==> config.mk <==
export PLATFORM = sky130hd
export DESIGN_NAME = mc_fifo_arbiter
export DESIGN_NICKNAME = d
export VERILOG_FILES = /design/src/rtl/mc_fifo_arbiter.sv
export SDC_FILE = /design/constraint.sdc
export NUM_CORES = 1
export LEC_CHECK = 0
export BUFFER_PORTS_ARGS = -buffer_cell sky130_fd_sc_hd__buf_4
export CAP_MARGIN = 15
export CORE_MARGIN = 1
export CORE_UTILIZATION = 25
export DETAILED_ROUTE_END_ITERATION = 6
export PLACE_DENSITY_LB_ADDON = 0.2
export SLEW_MARGIN = 15
export SYNTH_ARGS = -nofsm -noshare
export SYNTH_HDL_FRONTEND = slang
export SYNTH_HIERARCHICAL = 1
export SYNTH_SLANG_ARGS = --single-unit
==> constraint.sdc <==
create_clock -name clk -period 3.05 [get_ports clk]
set_input_delay 0.1525 -clock clk [delete_from_list [all_inputs] [get_ports clk]]
set_output_delay 0.1525 -clock clk [all_outputs]
set_load 0.01 [all_outputs]
==> src/rtl/mc_fifo_arbiter.sv <==
// mc_fifo_arbiter
//   NUM_CH independent circular FIFOs feeding one output port through a
//   round-robin arbiter. Once a word is shown and stalled, the arbiter locks
//   onto that channel, so data_o/ch_o cannot change until the handshake.
//
// Ports
//   clk, rst_n    : single clock, asynchronous active-low reset
//   data_i        : NUM_CH packed payloads, channel c at [c*DATA_WIDTH +: DATA_WIDTH]
//   valid_i       : per-channel write request
//   grant_o       : per-channel write acceptance (= !full, 0 in reset)
//   grant_i       : downstream accepts the current output word
//   data_o, ch_o  : head word and index of the selected channel
//   valid_o       : data_o/ch_o hold a valid word
//   almost_full_o : per-channel count >= AF_LEVEL
//                   (present only with MC_FIFO_ALMOST_FULL_EN defined)

// One channel FIFO. Pointers carry an extra wrap bit to tell full from empty.
module mc_fifo_ch #(
    parameter int DATA_WIDTH = 32,
    parameter int DEPTH      = 4,
    localparam int AW        = $clog2(DEPTH)
) (
    input  logic                  clk,
    input  logic                  rst_n,
    input  logic                  wr_en,
    input  logic [DATA_WIDTH-1:0] wr_data,
    input  logic                  rd_en,
    output logic [DATA_WIDTH-1:0] rd_data,
    output logic                  full,
    output logic                  empty
`ifdef MC_FIFO_ALMOST_FULL_EN
    ,
    output logic [AW:0]           count
`endif
);
    logic [AW:0] wptr_q, wptr_d, rptr_q, rptr_d;
    logic [DEPTH-1:0][DATA_WIDTH-1:0] mem_q;

    always_comb begin
        wptr_d = wptr_q;
        rptr_d = rptr_q;
        if (wr_en) wptr_d = wptr_q + (AW+1)'(1);
        if (rd_en) rptr_d = rptr_q + (AW+1)'(1);
    end

    always_ff @(posedge clk or negedge rst_n) begin
        if (!rst_n) begin
            wptr_q <= '0;
            rptr_q <= '0;
        end else begin
            wptr_q <= wptr_d;
            rptr_q <= rptr_d;
        end
    end

    // Storage is not reset; clearing the pointers discards the contents.
    always_ff @(posedge clk) begin
        if (wr_en) mem_q[wptr_q[AW-1:0]] <= wr_data;
    end

    assign rd_data = mem_q[rptr_q[AW-1:0]];
    assign empty   = (wptr_q == rptr_q);
    assign full    = (wptr_q[AW] != rptr_q[AW]) && (wptr_q[AW-1:0] == rptr_q[AW-1:0]);
`ifdef MC_FIFO_ALMOST_FULL_EN
    assign count   = wptr_q - rptr_q;
`endif
endmodule

module mc_fifo_arbiter #(
    parameter int DATA_WIDTH = 32,
    parameter int DEPTH      = 4,
    parameter int NUM_CH     = 4,
    parameter int AF_LEVEL   = DEPTH - 1,
    localparam int CW        = (NUM_CH > 1) ? $clog2(NUM_CH) : 1
) (
    input  logic                         clk,
    input  logic                         rst_n,
    input  logic [NUM_CH*DATA_WIDTH-1:0] data_i,
    input  logic [NUM_CH-1:0]            valid_i,
    output logic [NUM_CH-1:0]            grant_o,
    input  logic                         grant_i,
    output logic [DATA_WIDTH-1:0]        data_o,
    output logic [CW-1:0]                ch_o,
    output logic                         valid_o
`ifdef MC_FIFO_ALMOST_FULL_EN
    ,
    output logic [NUM_CH-1:0]            almost_full_o
`endif
);
    localparam int AW = $clog2(DEPTH);

    if (DEPTH < 2 || (DEPTH & (DEPTH - 1)) != 0 || NUM_CH < 2 || AF_LEVEL > DEPTH) begin : g_bad_cfg
        $error("mc_fifo_arbiter: unsupported DEPTH/NUM_CH/AF_LEVEL");
    end

    typedef enum logic {IDLE, LOCKED} state_e;

    state_e                           state_q, state_d;
    logic [CW-1:0]                    rr_q, rr_d, lock_q, lock_d;
    logic                             rdy_q;   // low in reset, high from first edge after release
    logic [CW-1:0]                    scan_ch, sel_ch;
    logic                             any_ne, hs;
    logic [NUM_CH-1:0]                full, empty, pop, push;
    logic [NUM_CH-1:0][DATA_WIDTH-1:0] head;
`ifdef MC_FIFO_ALMOST_FULL_EN
    logic [NUM_CH-1:0][AW:0]          count;
`endif

    // Full is sampled before the edge, so a read of a full channel does not
    // open it for a write in the same cycle.
    assign grant_o = rdy_q ? ~full : '0;
    assign push    = valid_i & grant_o;

    for (genvar c = 0; c < NUM_CH; c++) begin : g_ch
        assign pop[c] = hs && (sel_ch == CW'(c));
        mc_fifo_ch #(
            .DATA_WIDTH(DATA_WIDTH),
            .DEPTH     (DEPTH)
        ) u_fifo (
            .clk    (clk),
            .rst_n  (rst_n),
            .wr_en  (push[c]),
            .wr_data(data_i[c*DATA_WIDTH +: DATA_WIDTH]),
            .rd_en  (pop[c]),
            .rd_data(head[c]),
            .full   (full[c]),
            .empty  (empty[c])
`ifdef MC_FIFO_ALMOST_FULL_EN
            ,
            .count  (count[c])
`endif
        );
`ifdef MC_FIFO_ALMOST_FULL_EN
        assign almost_full_o[c] = rdy_q && (count[c] >= (AW+1)'(AF_LEVEL));
`endif
    end

    // First non-empty channel at or after rr_q, wrapping modulo NUM_CH.
    always_comb begin
        logic [CW:0] idx;
        scan_ch = rr_q;
        any_ne  = 1'b0;
        idx     = '0;
        for (int i = 0; i < NUM_CH; i++) begin
            idx = {1'b0, rr_q} + (CW+1)'(i);
            if (idx >= (CW+1)'(NUM_CH)) idx = idx - (CW+1)'(NUM_CH);
            if (!any_ne && !empty[idx[CW-1:0]]) begin
                scan_ch = idx[CW-1:0];
                any_ne  = 1'b1;
            end
        end
    end

    assign sel_ch  = (state_q == LOCKED) ? lock_q : scan_ch;
    assign valid_o = (state_q == LOCKED) ? !empty[lock_q] : any_ne;
    assign hs      = valid_o && grant_i;
    assign ch_o    = valid_o ? sel_ch : '0;
    assign data_o  = valid_o ? head[sel_ch] : '0;

    always_comb begin
        state_d = state_q;
        lock_d  = lock_q;
        rr_d    = rr_q;
        case (state_q)
            IDLE:   if (valid_o && !grant_i) begin
                        state_d = LOCKED;
                        lock_d  = scan_ch;
                    end
            LOCKED: if (hs) state_d = IDLE;
            default: state_d = IDLE;
        endcase
        if (hs) rr_d = (sel_ch == CW'(NUM_CH - 1)) ? '0 : sel_ch + CW'(1);
    end

    always_ff @(posedge clk or negedge rst_n) begin
        if (!rst_n) begin
            state_q <= IDLE;
            lock_q  <= '0;
            rr_q    <= '0;
            rdy_q   <= 1'b0;
        end else begin
            state_q <= state_d;
            lock_q  <= lock_d;
            rr_q    <= rr_d;
            rdy_q   <= 1'b1;
        end
    end
endmodule

# Word-level counts from Yosys, hierarchy flattened

Index checks and enable logic that the tools add are counted.

Multiplexer cells: 53
Reduce and logical (&&, ||, !) cells: 26
Bitwise operators: 3
Add/subtract/negate cells: 16
Equal/unequal tests: 15
Order comparisons: 22

Operators with widths:

| cell                                                                   | count |
|---|---|
| 128-bit bitwise mux                                                    | 4 |
| 32-bit binary-select mux with 2-bit select                             | 5 |
| 32-bit 2-to-1 mux                                                      | 10 |
| 32-bit demux with 2-bit select                                         | 4 |
| 2-bit by 3-bit < comparator with 1-bit output (second input constant)  | 14 |
| 3-bit by 1-bit adder with 3-bit output (second input constant)         | 8 |
| 2-bit 2-to-1 mux                                                       | 11 |
| 1-bit logical AND                                                      | 17 |
| 3-bit equality test                                                    | 4 |
| 1-bit 2-to-1 mux                                                       | 12 |
| 1-bit binary-select mux with 2-bit select                              | 5 |
| 3-bit >= comparator (second input constant)                            | 3 |
| 2-bit equality test                                                    | 4 |
| 2-bit by 1-bit >= comparator with 1-bit output (second input constant) | 4 |
| 2-bit by 1-bit subtractor with 2-bit output (second input constant)    | 4 |
| 1-bit logical NOT                                                      | 7 |
| 2-bit by 2-bit adder with 3-bit output (second input constant)         | 2 |
| 4-bit bitwise AND                                                      | 1 |
| 2-bit equality test (second input constant)                            | 2 |
| 4-bit 2-to-1 mux                                                       | 1 |
| 1-bit inequality test                                                  | 4 |
| 4-bit NOT                                                              | 1 |
| 2-bit by 1-bit adder with 3-bit output (second input constant)         | 1 |
| 2-bit by 3-bit >= comparator with 1-bit output (second input constant) | 1 |
| other kinds (6)                                                        | 6 |

Flip-flop bits (word level): 542
Input port bits: 135

# Depth between registers and ports, before layout

Gate-level depths: netlist (run 1).

Word-level depth: 18
Gate-level depth with buffers: 14
Gate-level depth less buffers: 11

# Modules after synthesis

The synthesis (run 1) kept the hierarchy.

By module, submodules not included:

| module          | area each (um^2) | times used | cells an instance |
|---|---|---|---|
| mc_fifo_ch      | 5,013.6          | 4          | 198 |
| mc_fifo_arbiter | 3,457.1          | 1          | 511 |

# Worst setup path after synthesis (run 1)

OpenSTA, ideal clock, no wires.

Path type: register -> register
From: register g_ch[0].u_fifo.rptr_q[0]
To: register g_ch[2].u_fifo.rptr_q[1]
Clock period less this slack: 3.196 ns
Required time: 2.925 ns
Setup time: 0.125 ns
Cell stages (with the launch flop): 14
Path slack: -0.146 ns
Arrival: 3.071 ns
Path through: dfrtp_1 > buf_6 > buf_12 > xor2_1 > nor3b_1 > nand2_1 > o2bb2ai_1 > a221o_1 > buf_2 > o21ai_1 > inv_1 > ha_1 > and3_1 > mux2_2

Word-level cells in the longest chain between the ends: 15
Elaborated cells between the ends (all ways): 33
Classes of those cells: eq/ne (2); mux (20); reduce/logical (11)

RTL lines:

| element                                                         | line     | text |
|---|---|---|
| from (decl)                                                     | 36       | `logic [AW:0] wptr_q, wptr_d, rptr_q, rptr_d;` |
| from (signal assigned)                                          | 52       | `rptr_q <= rptr_d;` |
| 3-bit equality test *                                           | 62       | `assign empty = (wptr_q == rptr_q);` |
| net empty[0]                                                    | 103      | `logic [NUM_CH-1:0] full, empty, pop, push;` |
| 1-bit binary-select mux with 2-bit select                       | 147      | `if (!any_ne && !empty[idx[CW-1:0]]) begin` |
| 1-bit 2-to-1 mux (not written as such)                          | 147      |  |
| 1-bit logical NOT                                               | 147      |  |
| 1-bit logical AND                                               | 147      |  |
| 1-bit 2-to-1 mux                                                | 147      |  |
| 1-bit logical NOT                                               | 147      |  |
| 1-bit logical AND                                               | 147      |  |
| 1-bit 2-to-1 mux                                                | 147      |  |
| 1-bit logical NOT                                               | 147      |  |
| 1-bit logical AND                                               | 147      |  |
| 2-bit 2-to-1 mux / 1-bit 2-to-1 mux (equally long branches)     | 147      |  |
| 2-bit 2-to-1 mux / 1-bit 2-to-1 mux (equally long branches)     | 154, 155 |  |
| 2-bit equality test / 1-bit logical AND (equally long branches) | 115, 156 |  |
| 1-bit logical AND *                                             | 115      | `assign pop[c] = hs && (sel_ch == CW'(c));` |
| net pop[2]                                                      | 103      |  |
| to (signal assigned)                                            | 52       |  |
| to (decl)                                                       | 36       |  |

Mark *: on every way through the listed nets, which the timed path passes. The rest lies on a longest branch. The select of a mux whose other input is x is not followed.
A chain may end at the register's enable or synchronous reset.

# Worst setup path in the final report (run 1)

From: register g_ch[3].u_fifo.wptr_q[2]
To: output port data_o[29]

Word-level cells in the longest chain between the ends: 16
Elaborated cells between the ends (all ways): 33
Classes of those cells: eq/ne (1); mux (23); reduce/logical (9)

RTL lines:

| element                                    | line | text |
|---|---|---|
| from (decl)                                | 36   |  |
| from (signal assigned)                     | 51   | `wptr_q <= wptr_d;` |
| 3-bit equality test *                      | 62   |  |
| net empty[3]                               | 103  |  |
| 1-bit binary-select mux with 2-bit select  | 147  |  |
| 1-bit 2-to-1 mux (not written as such)     | 147  |  |
| 1-bit logical NOT                          | 147  |  |
| 1-bit logical AND                          | 147  |  |
| 1-bit 2-to-1 mux                           | 147  |  |
| 1-bit logical NOT                          | 147  |  |
| 1-bit logical AND                          | 147  |  |
| 1-bit 2-to-1 mux                           | 147  |  |
| 1-bit logical NOT                          | 147  |  |
| 1-bit logical AND                          | 147  |  |
| 2-bit 2-to-1 mux                           | 147  |  |
| 2-bit 2-to-1 mux                           | 154  | `assign sel_ch = (state_q == LOCKED) ? lock_q : scan_ch;` |
| 32-bit binary-select mux with 2-bit select | 158  | `assign data_o = valid_o ? head[sel_ch] : '0;` |
| 32-bit 2-to-1 mux (not written as such)    | 158  |  |
| 32-bit 2-to-1 mux *                        | 158  |  |
| to (decl)                                  | 82   | `output logic [DATA_WIDTH-1:0] data_o,` |

Marked as above.

==> results.json, run 1 <==
{
  "violations": "setup timing",
  "grt_overflow": 0,
  "avgSynthCellArea_sq_um": 18.0,
  "worst_clock_skew_ns": 0.0248,
  "ys.flop_type": "edfxtp_1",
  "nets": 1852,
  "clkLatencyLatePin_ns": 0.62,
  "setup_viol": 35,
  "tightest_slew_ns": 0.853,
  "area_growth_pct": 30.5,
  "die_h_um": 309,
  "start_util": 0.252,
  "ioPinCount": 174,
  "drive_above_1_share": 0.337,
  "initialDrtViolationCount": 976,
  "synth_cells": 1303,
  "slew_violations": 0,
  "min_path_type": "input pin to flip-flop",
  "crit_end": "data_o[29]",
  "antenna_found_initial": 5,
  "clk_path_buf_depth": 3,
  "fin_util": 0.329,
  "clkTransAtPathRegs_ns": 0.06,
  "routabilityCongestion": 0.805,
  "fin_crit_sh": 1.18,
  "clock.fmax_mhz": 278,
  "async_reset_ff_frac": 0.0554,
  "worst_slack_ns": -0.543,
  "path_class": "flip-flop to output port",
  "powerDensity_nw_per_um2": 1110,
  "wirelength_um": 71500,
  "reg2reg_to": "g_ch[0].u_fifo/rptr_q[1]",
  "first_pass_iters": 5,
  "synth_nets": 1462,
  "grt_pass1_wl_um": 101000,
  "grt_usage": 0.150,
  "ir_worst_vdd_v": 0.000712,
  "dp_hpwl_um": 47700,
  "startpoint_type": "flip-flop",
  "htree_levels": 3,
  "cap_violations": 0,
  "synth-edff-count": 512,
  "drtAntennaViolNets": 0,
  "slew-limit-headroom": 0.432,
  "fin_area_sq_um": 30700,
  "rr_worst_depth": 12,
  "fin_hold_ws_ns": 0.0246,
  "clockRootBuffer": "clkbuf_16",
  "path_max_fanout": 15,
  "ys_seq_elements": 542,
  "startpoint": "g_ch[3].u_fifo/wptr_q[2]",
  "drc": 0,
  "rr_startpoint": "g_ch[0].u_fifo/rptr_q[1]",
  "crit_arrival_ns": 3.44,
  "clock-sinks": 542,
  "yosysUniqueCellTypes": 44,
  "cts_buffers": 66,
  "grt_start_max_net_pins": 62,
  "r2r_slack_ns": 0.10,
  "hold_violations": 0,
  "vias_per_cell": 4.64,
  "timing.final.crit_period_ns": 3.59,
  "pre_cts_ws_ns": -0.213,
  "grt_pass1_vias": 14237,
  "layout_commonest_cell": "edfxtp_1",
  "placed_cell_area_sq_um": 26600,
  "rsz0062_at_grt": "true",
  "leakage_uw": 0.0104,
  "crit_required_ns": 2.90,
  "synth_area_sq_um": 23500,
  "cts_tree": "built",
  "synth-warning-count": 6,
  "die_w_um": 309,
  "io_buffers": 173,
  "core_area_sq_um": 93200,
  "wl_per_cell_um": 23.8,
  "row_count": 112,
  "die-area_sq_um": 95300,
  "via_count": 13917,
  "endpoint_kind": "output port",
  "ys_seq_area_frac": 0.686,
  "final_cell_mix": "edfxtp_1, buf_4, dlygate4sd3_1",
  "outcome": "finished with violations"
}
sequential cells by signal, indices dropped and copies added (netlist names), named ones only:
name	flops
g_ch.u_fifo/rptr_q	12
rdy_q	1
g_ch.u_fifo/mem_q	512
rr_q	2
g_ch.u_fifo/wptr_q	12
lock_q	2
report_power, final:
| part | internal [uW] | total (uW) | leakage (uW) | switching [uW] |
|---|---|---|---|---|
| Clock | 4430 | 7590 | 0.00102 | 3160 |
| Sequential | 9220 | 9620 | 0.00500 | 400 |
| Combinational | 7060 | 16800 | 0.00441 | 9790 |
cells by family after synthesis:
kind of cell	synth area share
DFF	0.686
AOI/OAI and AO/OA	0.0777
muxes	0.145
and+or+nand+nor	0.0335
buffers and inverters	0.0342
xor gates and xnor gates	0.0104
adders and majority gates	0.0128
other	0.000159
worst max-delay path, stage by stage (launching register included):
cell	delay, ns
dfrtp_1	0.41
xnor2_2	0.15
nor3b_4	0.18
buf_6	0.13
mux4_2	0.56
mux2_4	0.40
inv_4	0.12
buf_12	0.16
o2111ai_1	0.13
o211ai_1	0.26
buf_4	0.21
buf_6	0.09
layer usage:
layer / routed length, um / GRT usage / part of all wire
met4: 1870 / 0.0495 / 0.026
met2: 33800 / 0.239 / 0.47
met3: 3500 / 0.0247 / 0.049
met1: 32400 / 0.207 / 0.45
met5: 0 / 0 / 0
cell usage after synthesis, drive strengths merged (21+ instances only):
| cell | instances | area [sq um] |
|---|---|---|
| a21oi | 32 | 160 |
| edfxtp | 512 | 15400 |
| ha | 24 | 300 |
| o211ai | 32 | 240 |
| and3 | 36 | 225 |
| dfrtp | 30 | 751 |
| clkbuf | 47 | 176 |
| a211oi | 64 | 515 |
| buf | 46 | 452 |
| and2 | 21 | 131 |
| inv | 46 | 173 |
| mux2 | 39 | 443 |
| nand2 | 48 | 180 |
| o221ai | 33 | 289 |
| o2111ai | 32 | 280 |
| nor2 | 34 | 128 |
| mux4 | 129 | 2970 |
| a21boi | 32 | 240 |
area by class of cell:
class                           instances  area [sq um]
Clock buffer                           80          1730
Clock inverter                         38           383
Inverter                               47           179
Sequential cell                       542         16100
Multi-Input combinational cell        623          6910
Timing Repair Buffer                  413          3770
Antenna cell                            4          10.0
Tap cell                             1254          1570
Fill cell                            9030         62500
timing repair:
| action | 4_1_cts | 5_1_grt |
|---|---|---|
| hold buffers | 130 | 0 |
| cloned | 3 | 0 |
| pin swaps | 14 | 22 |
| endpoints found under the hold margin | 550 | 0 |
| setup buffers | 13 | 14 |
| gates resized for setup | 49 | 39 |
| endpoints found under the setup margin | 35 | 39 |
stage by stage:
| stage | total power [uW] | std cells | setup TNS, ns |
|---|---|---|---|
| final | 34100 | 3001 | -14.18 |
| after detailed placement | 25100 | 2720 | -1.38 |
| after CTS | 33900 | 2984 | -15.62 |
| after global routing | 35700 | 3000 | -17.62 |
| after floorplan | 18300 | 1303 | 0 |
| after global placement | 24900 | 2720 | -1.40 |
worst min-delay path by stage:
stage,cells past startpoint,end,startpoint
global route,3,g_ch[0].u_fifo/wptr_q[0],valid_i[0]
floorplan,0,async pin,rst_n
detailed placement,1,g_ch[3].u_fifo/wptr_q[1],rst_n
CTS,3,g_ch[0].u_fifo/wptr_q[0],valid_i[0]
finish,3,g_ch[0].u_fifo/wptr_q[0],valid_i[0]
global placement,1,g_ch[3].u_fifo/wptr_q[1],rst_n
Power figures use the tool's default switching activity.
==> inputs of run 2 (changes only) <==
Settings changed: SKIP_CTS_REPAIR_TIMING set to 1.
==> run 2 against run 1 <==
Effect of this change:
- sequential share of layout area down 0.46 points
- count of clock-buffer cells in the layout unchanged
- the flow still finishes with violations (setup timing)
- sequential power is essentially flat
==> results.json, run 2 (synthesis results as in run 1) <==
{
  "cp_slowest_stage_delay_ns": 0.54,
  "slew_violations": 0,
  "crit_arrival_ns": 3.43,
  "worst_clock_skew_ns": 0.0250,
  "antenna_found_initial": 4,
  "first_pass_iters": 5,
  "wl_per_cell_um": 24.0,
  "endpoint_kind": "output port",
  "grt_overflow": 0,
  "cp_slowest_cell": "mux4_2",
  "htree_levels": 3,
  "initialDrtViolationCount": 1078,
  "clk_path_buf_depth": 3,
  "fin_hold_ws_ns": 0.0284,
  "clock.fmax_mhz": 279,
  "start_util": 0.252,
  "grt_pass1_wl_um": 98800,
  "grt_usage": 0.147,
  "path_class": "flip-flop to output port",
  "crit_top_cell": "buf_4",
  "top_usage_layer": "met2",
  "vias_per_cell": 4.65,
  "row_count": 112,
  "drive_above_1_share": 0.353,
  "timing.final.crit_period_ns": 3.59,
  "tns_ns": -14.53,
  "cts_tree": "built",
  "met1_usage": 0.203,
  "cts_buffers": 66,
  "io_buffers": 173,
  "clockRootBuffer": "clkbuf_16",
  "die_h_um": 309,
  "grtUsageMet3": 0.0273,
  "tightest_slew_ns": 0.869,
  "clkTransAtPathRegs_ns": 0.06,
  "largest_register_ffs": 512,
  "power_uw": 34700,
  "crit_family": "multiplexers",
  "worst_slack_ns": -0.536,
  "ir_worst_vdd_v": 0.000718,
  "routabilityCongestion": 0.805,
  "crit_required_ns": 2.90,
  "dp_hpwl_um": 47700,
  "clkLatencyLatePin_ns": 0.62,
  "die-area_sq_um": 95300,
  "grt_pass1_vias": 13471,
  "startpoint_type": "flip-flop",
  "layout_commonest_cell": "edfxtp_1",
  "leakage_uw": 0.0106,
  "met2_usage": 0.233,
  "rsz0062_at_grt": "true",
  "final_cell_mix": "edfxtp_1, buf_4, dlygate4sd3_1",
  "ioPinCount": 174,
  "outcome": "finished with violations",
  "crit_buf_inv": 5,
  "hold_violations": 0,
  "nets": 1868,
  "drtAntennaViolNets": 0,
  "wirelength_um": 72300,
  "violations": "setup timing",
  "fin_crit_sh": 1.18,
  "drc": 0,
  "die_w_um": 309,
  "cp_cell_sequence": "xor2_2 > nor3b_4 > buf_6 > mux4_2 > mux2_4 > inv_6 > buf_12 > o2111ai_1 > o211ai_1 > buf_4 > buf_4",
  "grt_start_max_net_pins": 62,
  "slew-limit-headroom": 0.421,
  "area_growth_pct": 31.6,
  "core_area_sq_um": 93200,
  "clock-sinks": 542,
  "powerDensity_nw_per_um2": 1120,
  "min_path_type": "input pin to flip-flop",
  "setup_viol": 34,
  "via_count": 14027,
  "cap_violations": 0,
  "path_max_fanout": 11
}
run 2: worst reg2reg max path: stages, from the launching register on:
cell and delay [ns]:
dfrtp_2 0.43, xor2_2 0.24, nor3b_4 0.10, buf_6 0.14, mux4_2 0.54, mux2_4 0.40, inv_6 0.14, buf_6 0.12
and3_1 0.30, mux2_2 0.36
run 2: path summary, 6_finish.rpt:
kind | cells past startpoint | slack (ns) | start | end
hold / removal | 3 | 0.03 | valid_i[0] | g_ch[0].u_fifo/wptr_q[0]
min in group asynchronous | 2 | 0.11 | rst_n | g_ch[3].u_fifo/wptr_q[1]
hold reg to reg | 1 | 0.49 | g_ch[2].u_fifo/rptr_q[2] | g_ch[2].u_fifo/rptr_q[2]
setup reg to reg | 9 | 0.17 | g_ch[3].u_fifo/wptr_q[1] | g_ch[0].u_fifo/rptr_q[1]
setup / recovery | 11 | -0.54 | g_ch[3].u_fifo/wptr_q[1] | data_o[29]
max in group asynchronous | 2 | 2.56 | rst_n | g_ch[0].u_fifo/rptr_q[0]
run 2: area by class of cell:
| type | count | area [sq um] |
|---|---|---|
| clock inverters | 38 | 383 |
| diodes | 3 | 7.51 |
| multi-input cells | 623 | 7020 |
| well taps | 1254 | 1570 |
| fillers | 9009 | 62200 |
| flip-flops and latches | 542 | 16100 |
| repair buffers | 429 | 3930 |
| clock buffers | 80 | 1730 |
| inverters | 47 | 181 |
run 2: per-layer routing:
layer / vias to the layer above / wire length (um)
met3: 109 / 3210
met5: - / 11
met2: 418 / 34200
li1: 6185 / -
met1: 7313 / 33000
met4: 2 / 1940
run 2: metrics by stage:
step           cell area (sq um)  std cells  setup WS [ns]   util
5_1_grt                    30900       3016         -0.624  0.332
3_5_place_dp               26600       2720         -0.213  0.285
4_1_cts                    28700       2838         -0.916  0.308
3_3_place_gp               26600       2720         -0.221  0.285
2_1_floorplan              23500       1303         0.0184      -
6_report                   30900       3016         -0.536  0.332
run 2: power by group:
group | internal (uW) | total [uW] | leakage, uW | switching [uW]
logic | 7390 | 17500 | 0.00454 | 10100
registers | 9220 | 9620 | 0.00499 | 401
clock network | 4430 | 7580 | 0.00102 | 3150
